<file path="config.mk">
export PLATFORM = sky130hd
export DESIGN_NAME = pifo_push_pop_ctrl
export DESIGN_NICKNAME = d
export VERILOG_FILES = /design/src/rtl/pifo_pkg.sv /design/src/rtl/pifo_push_pop_ctrl_rr_pick.sv /design/src/rtl/pifo_push_pop_ctrl.sv
export SDC_FILE = /design/constraint.sdc
export NUM_CORES = 1
export LEC_CHECK = 0
export ABC_AREA = 1
export CAP_MARGIN = 20
export CORE_AREA = 8 8 207 209
export CTS_BUF_LIST = sky130_fd_sc_hd__clkbuf_4 sky130_fd_sc_hd__clkbuf_8
export CTS_CLUSTER_DIAMETER = 50
export DETAILED_ROUTE_END_ITERATION = 8
export DIE_AREA = 0 0 215 217
export SYNTH_ARGS = -nofsm -noshare
export SYNTH_HDL_FRONTEND = slang
export SYNTH_SLANG_ARGS = --single-unit
</file>
<file path="constraint.sdc">
create_clock -name clk -period 5.8 [get_ports clk]
set_clock_uncertainty 0.2 [all_clocks]
set_input_delay 0.58 -clock clk [delete_from_list [all_inputs] [get_ports clk]]
set_output_delay 0.58 -clock clk [all_outputs]
set_load 0.1 [all_outputs]
</file>
<file path="src/rtl/pifo_pkg.sv">
// pifo_pkg: shared widths and element type for the PIFO front-end.
package pifo_pkg;
  localparam int RANK_W = 32;
  localparam int VALUE_W = 32;
  typedef struct packed {
    logic [RANK_W-1:0]  rank;
    logic [VALUE_W-1:0] value;
  } pifo_elem_t;
endpackage

</file>
<file path="src/rtl/pifo_push_pop_ctrl_rr_pick.sv">
// rr_pick: rotated find-first-set from a start pointer with an exclude mask.
module rr_pick #(
  parameter int N = 4
) (
  input  logic [$clog2(N)-1:0] start,
  input  logic [N-1:0]         valid,
  input  logic [N-1:0]         excl,
  output logic                 found,
  output logic [$clog2(N)-1:0] idx
);
  localparam int IW = $clog2(N);
  logic [2*N-1:0] dbl;
  logic [IW-1:0]  off;
  logic [IW:0]    sum;
  always_comb begin
    dbl = {valid & ~excl, valid & ~excl} >> start;
    found = 1'b0;
    off = '0;
    for (int k = N - 1; k >= 0; k--) begin
      if (dbl[k]) begin
        found = 1'b1;
        off = IW'(k);
      end
    end
    sum = {1'b0, start} + {1'b0, off};
    idx = (sum >= (IW+1)'(N)) ? IW'(sum - (IW+1)'(N)) : IW'(sum);
  end
endmodule

</file>
<file path="src/rtl/pifo_push_pop_ctrl.sv">
// pifo_push_pop_ctrl: round-robin two-push arbitration, occupancy credit and
// pop-to-stream conversion through a 2-entry skid buffer for the FlowScheduler PIFO.
module pifo_push_pop_ctrl
  import pifo_pkg::*;
#(
  parameter int N_REQ = 4,
  parameter int SIZE  = 10,
  parameter int FLOWS = 10
) (
  input  logic                            clk,
  input  logic                            rst,
  input  logic [N_REQ-1:0]                req_valid,
  output logic [N_REQ-1:0]                req_ready,
  input  logic [N_REQ-1:0][RANK_W-1:0]    req_rank,
  input  logic [N_REQ-1:0][VALUE_W-1:0]   req_value,
  input  logic [N_REQ-1:0][FLOWS-1:0]     req_flow,
  output logic                            push_1,
  output logic [RANK_W-1:0]               push_rank_1,
  output logic [VALUE_W-1:0]              push_value_1,
  output logic [FLOWS-1:0]                push_flow_1,
  output logic                            push_2,
  output logic [RANK_W-1:0]               push_rank_2,
  output logic [VALUE_W-1:0]              push_value_2,
  output logic [FLOWS-1:0]                push_flow_2,
  output logic                            pop,
  input  logic [VALUE_W-1:0]              pop_value,
  input  logic [FLOWS-1:0]                pop_flow,
  input  logic                            pop_valid,
  output logic                            out_valid,
  input  logic                            out_ready,
  output logic [VALUE_W-1:0]              out_value,
  output logic [FLOWS-1:0]                out_flow,
  output logic [$clog2(SIZE+1)-1:0]       occupancy
);
  localparam int CW = $clog2(SIZE + 1);
  localparam int IW = $clog2(N_REQ);
  logic [CW-1:0]      count_q, count_d, free;
  logic [IW-1:0]      rr_q, rr_d, g0_idx, g1_idx;
  logic               inflight_q, inflight_d, head_q, head_d, g0_found, g1_found, deq, enq, wr;
  logic [1:0]         skid_cnt_q, skid_cnt_d;
  logic [2:0]         pending;
  logic [N_REQ-1:0]   g0_mask, g1_mask;
  logic [VALUE_W-1:0] sv_q [2], sv_d [2];
  logic [FLOWS-1:0]   sf_q [2], sf_d [2];
  pifo_elem_t         e1, e2;

  function automatic logic [IW-1:0] nxt(input logic [IW-1:0] i);
    return (i == IW'(N_REQ - 1)) ? '0 : i + 1'b1;
  endfunction

  rr_pick #(.N(N_REQ)) u_g0 (.start(rr_q), .valid(req_valid), .excl('0), .found(g0_found), .idx(g0_idx));
  rr_pick #(.N(N_REQ)) u_g1 (.start(rr_q), .valid(req_valid), .excl(g0_mask), .found(g1_found), .idx(g1_idx));

  always_comb begin
    g0_mask = N_REQ'(1) << g0_idx;
    g1_mask = N_REQ'(1) << g1_idx;
    free = CW'(SIZE) - count_q;
    push_1 = !rst && g0_found && free >= CW'(1);
    push_2 = push_1 && g1_found && free >= CW'(2);
    req_ready = (push_1 ? g0_mask : '0) | (push_2 ? g1_mask : '0);
    e1 = {req_rank[g0_idx], req_value[g0_idx]};
    e2 = {req_rank[g1_idx], req_value[g1_idx]};
    push_rank_1 = e1.rank;
    push_value_1 = e1.value;
    push_flow_1 = req_flow[g0_idx];
    push_rank_2 = e2.rank;
    push_value_2 = e2.value;
    push_flow_2 = req_flow[g1_idx];
    out_valid = skid_cnt_q != 2'd0;
    out_value = sv_q[head_q];
    out_flow = sf_q[head_q];
    occupancy = count_q;
    deq = out_valid && out_ready;
    // buffered plus in-flight results after this cycle's dequeue must leave room for one more
    pending = 3'(skid_cnt_q) + 3'(inflight_q) - 3'(deq);
    pop = !rst && count_q != '0 && pending < 3'd2;
    count_d = count_q + CW'(push_1) + CW'(push_2) - CW'(pop);
    rr_d = push_2 ? nxt(g1_idx) : push_1 ? nxt(g0_idx) : rr_q;
    inflight_d = pop;
    enq = inflight_q && pop_valid;
    wr = head_q ^ skid_cnt_q[0];
    sv_d = sv_q;
    sf_d = sf_q;
    if (enq) begin
      sv_d[wr] = pop_value;
      sf_d[wr] = pop_flow;
    end
    head_d = head_q ^ deq;
    skid_cnt_d = skid_cnt_q + 2'(enq) - 2'(deq);
  end

  always_ff @(posedge clk) begin
    sv_q <= sv_d;
    sf_q <= sf_d;
    if (rst) begin
      count_q <= '0;
      rr_q <= '0;
      inflight_q <= 1'b0;
      head_q <= 1'b0;
      skid_cnt_q <= 2'd0;
    end else begin
      count_q <= count_d;
      rr_q <= rr_d;
      inflight_q <= inflight_d;
      head_q <= head_d;
      skid_cnt_q <= skid_cnt_d;
    end
  end

  a_pop_result: assert property (@(posedge clk) disable iff (rst) inflight_q |-> pop_valid);
endmodule

</file>
==> impl_results.md <==
- Warnings, synthesis: 0
- Crit path launch type: input port
- Routed vias: 11,705
- Drt total wl: 51,200 um
- CP endpoint kind: output pin
- Worst path max stage delay: 470 ps
- Register area share after synthesis: 0.2812
- Longest Clk Path Bufs: 2
- Mapped Nets: 1,826
- Final setup violation count: 0
- GRT Total Usage: 0.2058
- Number of synthesized flops with an enable pin: 84
- Vias in the first global route: 11,018
- Sum Neg Setup Slack: 0 ps
- CTS tree: done
- Outcome: finished clean
- Synthesized flop and latch total: 94
- Worst skew pair latency: 360 ps
- Drt wl/cell: 20.57 um
- Post-DP HPWL: 41,550 um
- Clock slew seen by the registers of the worst setup and hold paths: 80 ps
- Post-route minimum period: 5456 ps
- Initial antenna violation count: 20
- FMAX: 183.3 MHz
- Input/output buffers: 547
- Netlist cell types: 36
- Die ar.: 0.04666 mm2
- Core area: 0.03946 mm2
- Dominant register cell in the synthesized netlist: edfxtp_1
- Crit-path max FO: 39
- Final period utilization: 0.9407
- Die width: 215 um
- Io pins: 548
- Critical Path RT: 5020 ps
- DR pass1 iterations: 5
- Hold_ws: 423.1 ps
- Share of post-route cells with drive strength above 1: 0.1845
- CP Class: in2out
- CP top delay family: simple AND/OR/NAND/NOR gates
- Vias per cell: 4.703
- GPL Wtd Cong: 0.9737
- Synth Instances: 1,457
- Buf/Inv on CP: 5
- Std-Cell Rows: 73
- Vert. Die Dim: 217 um
- PnR worst setup slack: 343.9 ps
- Final core occ: 0.4162
- Most common cell on crit path: nand3_1
- Placement Setup Slack: 103.7 ps
- First-pass GRT wire length: 73,890 um
- Max Slew Vio Count: 0
- Syn-to-layout area delta: 69.60%
- Clock sink total: 94
- HP Class: reg2reg
- Synthesized area per cell: 6.646 um2
- Layout Nets: 2,310
- Final Hold Fails: 0
- RSZ-0062 raised after global routing: no
- Largest net degree at the start of global routing: 82
- Htree depth: 3
- Post-CTS setup buffers: 0
- Slew headroom: 0.3038
- Post-synthesis async set-or-reset flop share: 0
- Max-cap violations: 0
- CTS Buf Count: 9
- Post-route DRC: 0
- Slowest-stage cell, CP: clkdlybuf4s50_1
- Initial Util: 0.2454
- Critical Path AT: 4680 ps
- Initial DRC count: 894
- Cell area after synthesis: 0.009683 mm2
- Post-route ant nets: 0
- Clock Tree Root: clkbuf_8
- Gr ovfl total: 0
- Worst Tran Pin Value: 1041 ps
## synth_stat cells (4+ instances only)
| cell | count | share of area |
|---|---|---|
| buf_2 | 5 | 0.0026 |
| o21ai_0 | 227 | 0.12 |
| a21oi_1 | 7 | 0.0036 |
| nand2_4 | 5 | 0.0058 |
| nand2_2 | 70 | 0.045 |
| xnor2_1 | 4 | 0.0036 |
| o21ai_1 | 6 | 0.0031 |
| o221ai_1 | 74 | 0.067 |
| ha_1 | 20 | 0.026 |
| nand2_1 | 466 | 0.18 |
| buf_12 | 5 | 0.010 |
| inv_1 | 251 | 0.097 |
| nor2_1 | 12 | 0.0047 |
| o21ai_2 | 73 | 0.066 |
| nand3_1 | 27 | 0.014 |
| edfxtp_1 | 84 | 0.26 |
| buf_8 | 6 | 0.0093 |
| clkbuf_1 | 71 | 0.028 |
| dfxtp_1 | 10 | 0.021 |
| buf_6 | 4 | 0.0047 |
## worst min-delay path, cell delays in order (launching register included)
cell     delay (ps)
dfxtp_1         340
inv_1            60
ha_1            130
a21oi_1          60
## flip-flops by register name (all words and copies together), names as in the netlist
| signal | flops |
|---|---|
| head_q | 1 |
| inflight_q | 1 |
| occupancy | 4 |
| rr_q | 2 |
| sf_q | 20 |
| skid_cnt_q | 2 |
| sv_q | 64 |
## cells in the final DEF (no fill, tap or decap), drive strengths merged, types with 4 or more instances in the layout
cell type / count
clkinv: 4
clkdlybuf4s50: 393
o21ai: 306
inv: 256
clkbuf: 10
nor2: 12
diode: 18
dfxtp: 10
ha: 20
o221ai: 74
a21oi: 7
nand3: 30
buf: 181
edfxtp: 84
nand2: 541
xnor2: 4
## metrics by stage
step	instances	cell area (um2)
final	2489	16420
after global routing	2489	16420
after CTS	2471	16370
after detailed placement	2455	16180
after global placement	2455	16180
after floorplan	1457	9687
## what timing repair did
| item | CTS | global route |
|---|---|---|
| endpoints found under the setup margin | 0 | 74 |
| resized for setup | 0 | 4 |
| endpoints found under the hold margin | 0 | 0 |
| hold buffers | 0 | 0 |
## routing by layer
layer	vias to the layer above	global-route usage	wire length, um
met5	-	0	7
met4	2	0.07467	1134
met3	63	0.05881	4189
met2	516	0.3673	26150
met1	5424	0.2317	19720
li1	5700	-	-
## logic make-up (layout without fill, tap and decap cells)
group,after synthesis,count (layout),share of synthesized area
simple gates,585,585,0.2573
compound gates,392,392,0.2617
buf+inv,358,847,0.1633
flops,94,94,0.2812
fa+ha+maj,23,23,0.03205
xor+xnor,5,5,0.004522
other cells,0,18,0
## worst paths after layout
kind / depth (start not counted) / from / end / slack (ps)
setup / recovery: 25 / req_valid[2] / push_rank_2[27] / 340
hold / removal: 3 / occupancy[3]$_SDFF_PP0_ / occupancy[3]$_SDFF_PP0_ / 420
setup reg to reg: 24 / rr_q[0]$_SDFFE_PP0P_ / occupancy[2]$_SDFF_PP0_ / 1380
hold reg to reg: 3 / occupancy[3]$_SDFF_PP0_ / occupancy[3]$_SDFF_PP0_ / 420
## final cells by class
type | count | area [um2]
inverters | 257 | 972.2
clock buffers | 10 | 131.4
clock inverters | 6 | 61.31
multi-input cells | 1005 | 5435
repair buffers | 574 | 6397
flip-flops and latches | 94 | 2723
well taps | 525 | 656.9
fillers | 4014 | 23040
diodes | 18 | 45.04
Power is not shown: default switching activity piles up to over one toggle a cycle in this logic, so the estimate is an artifact.
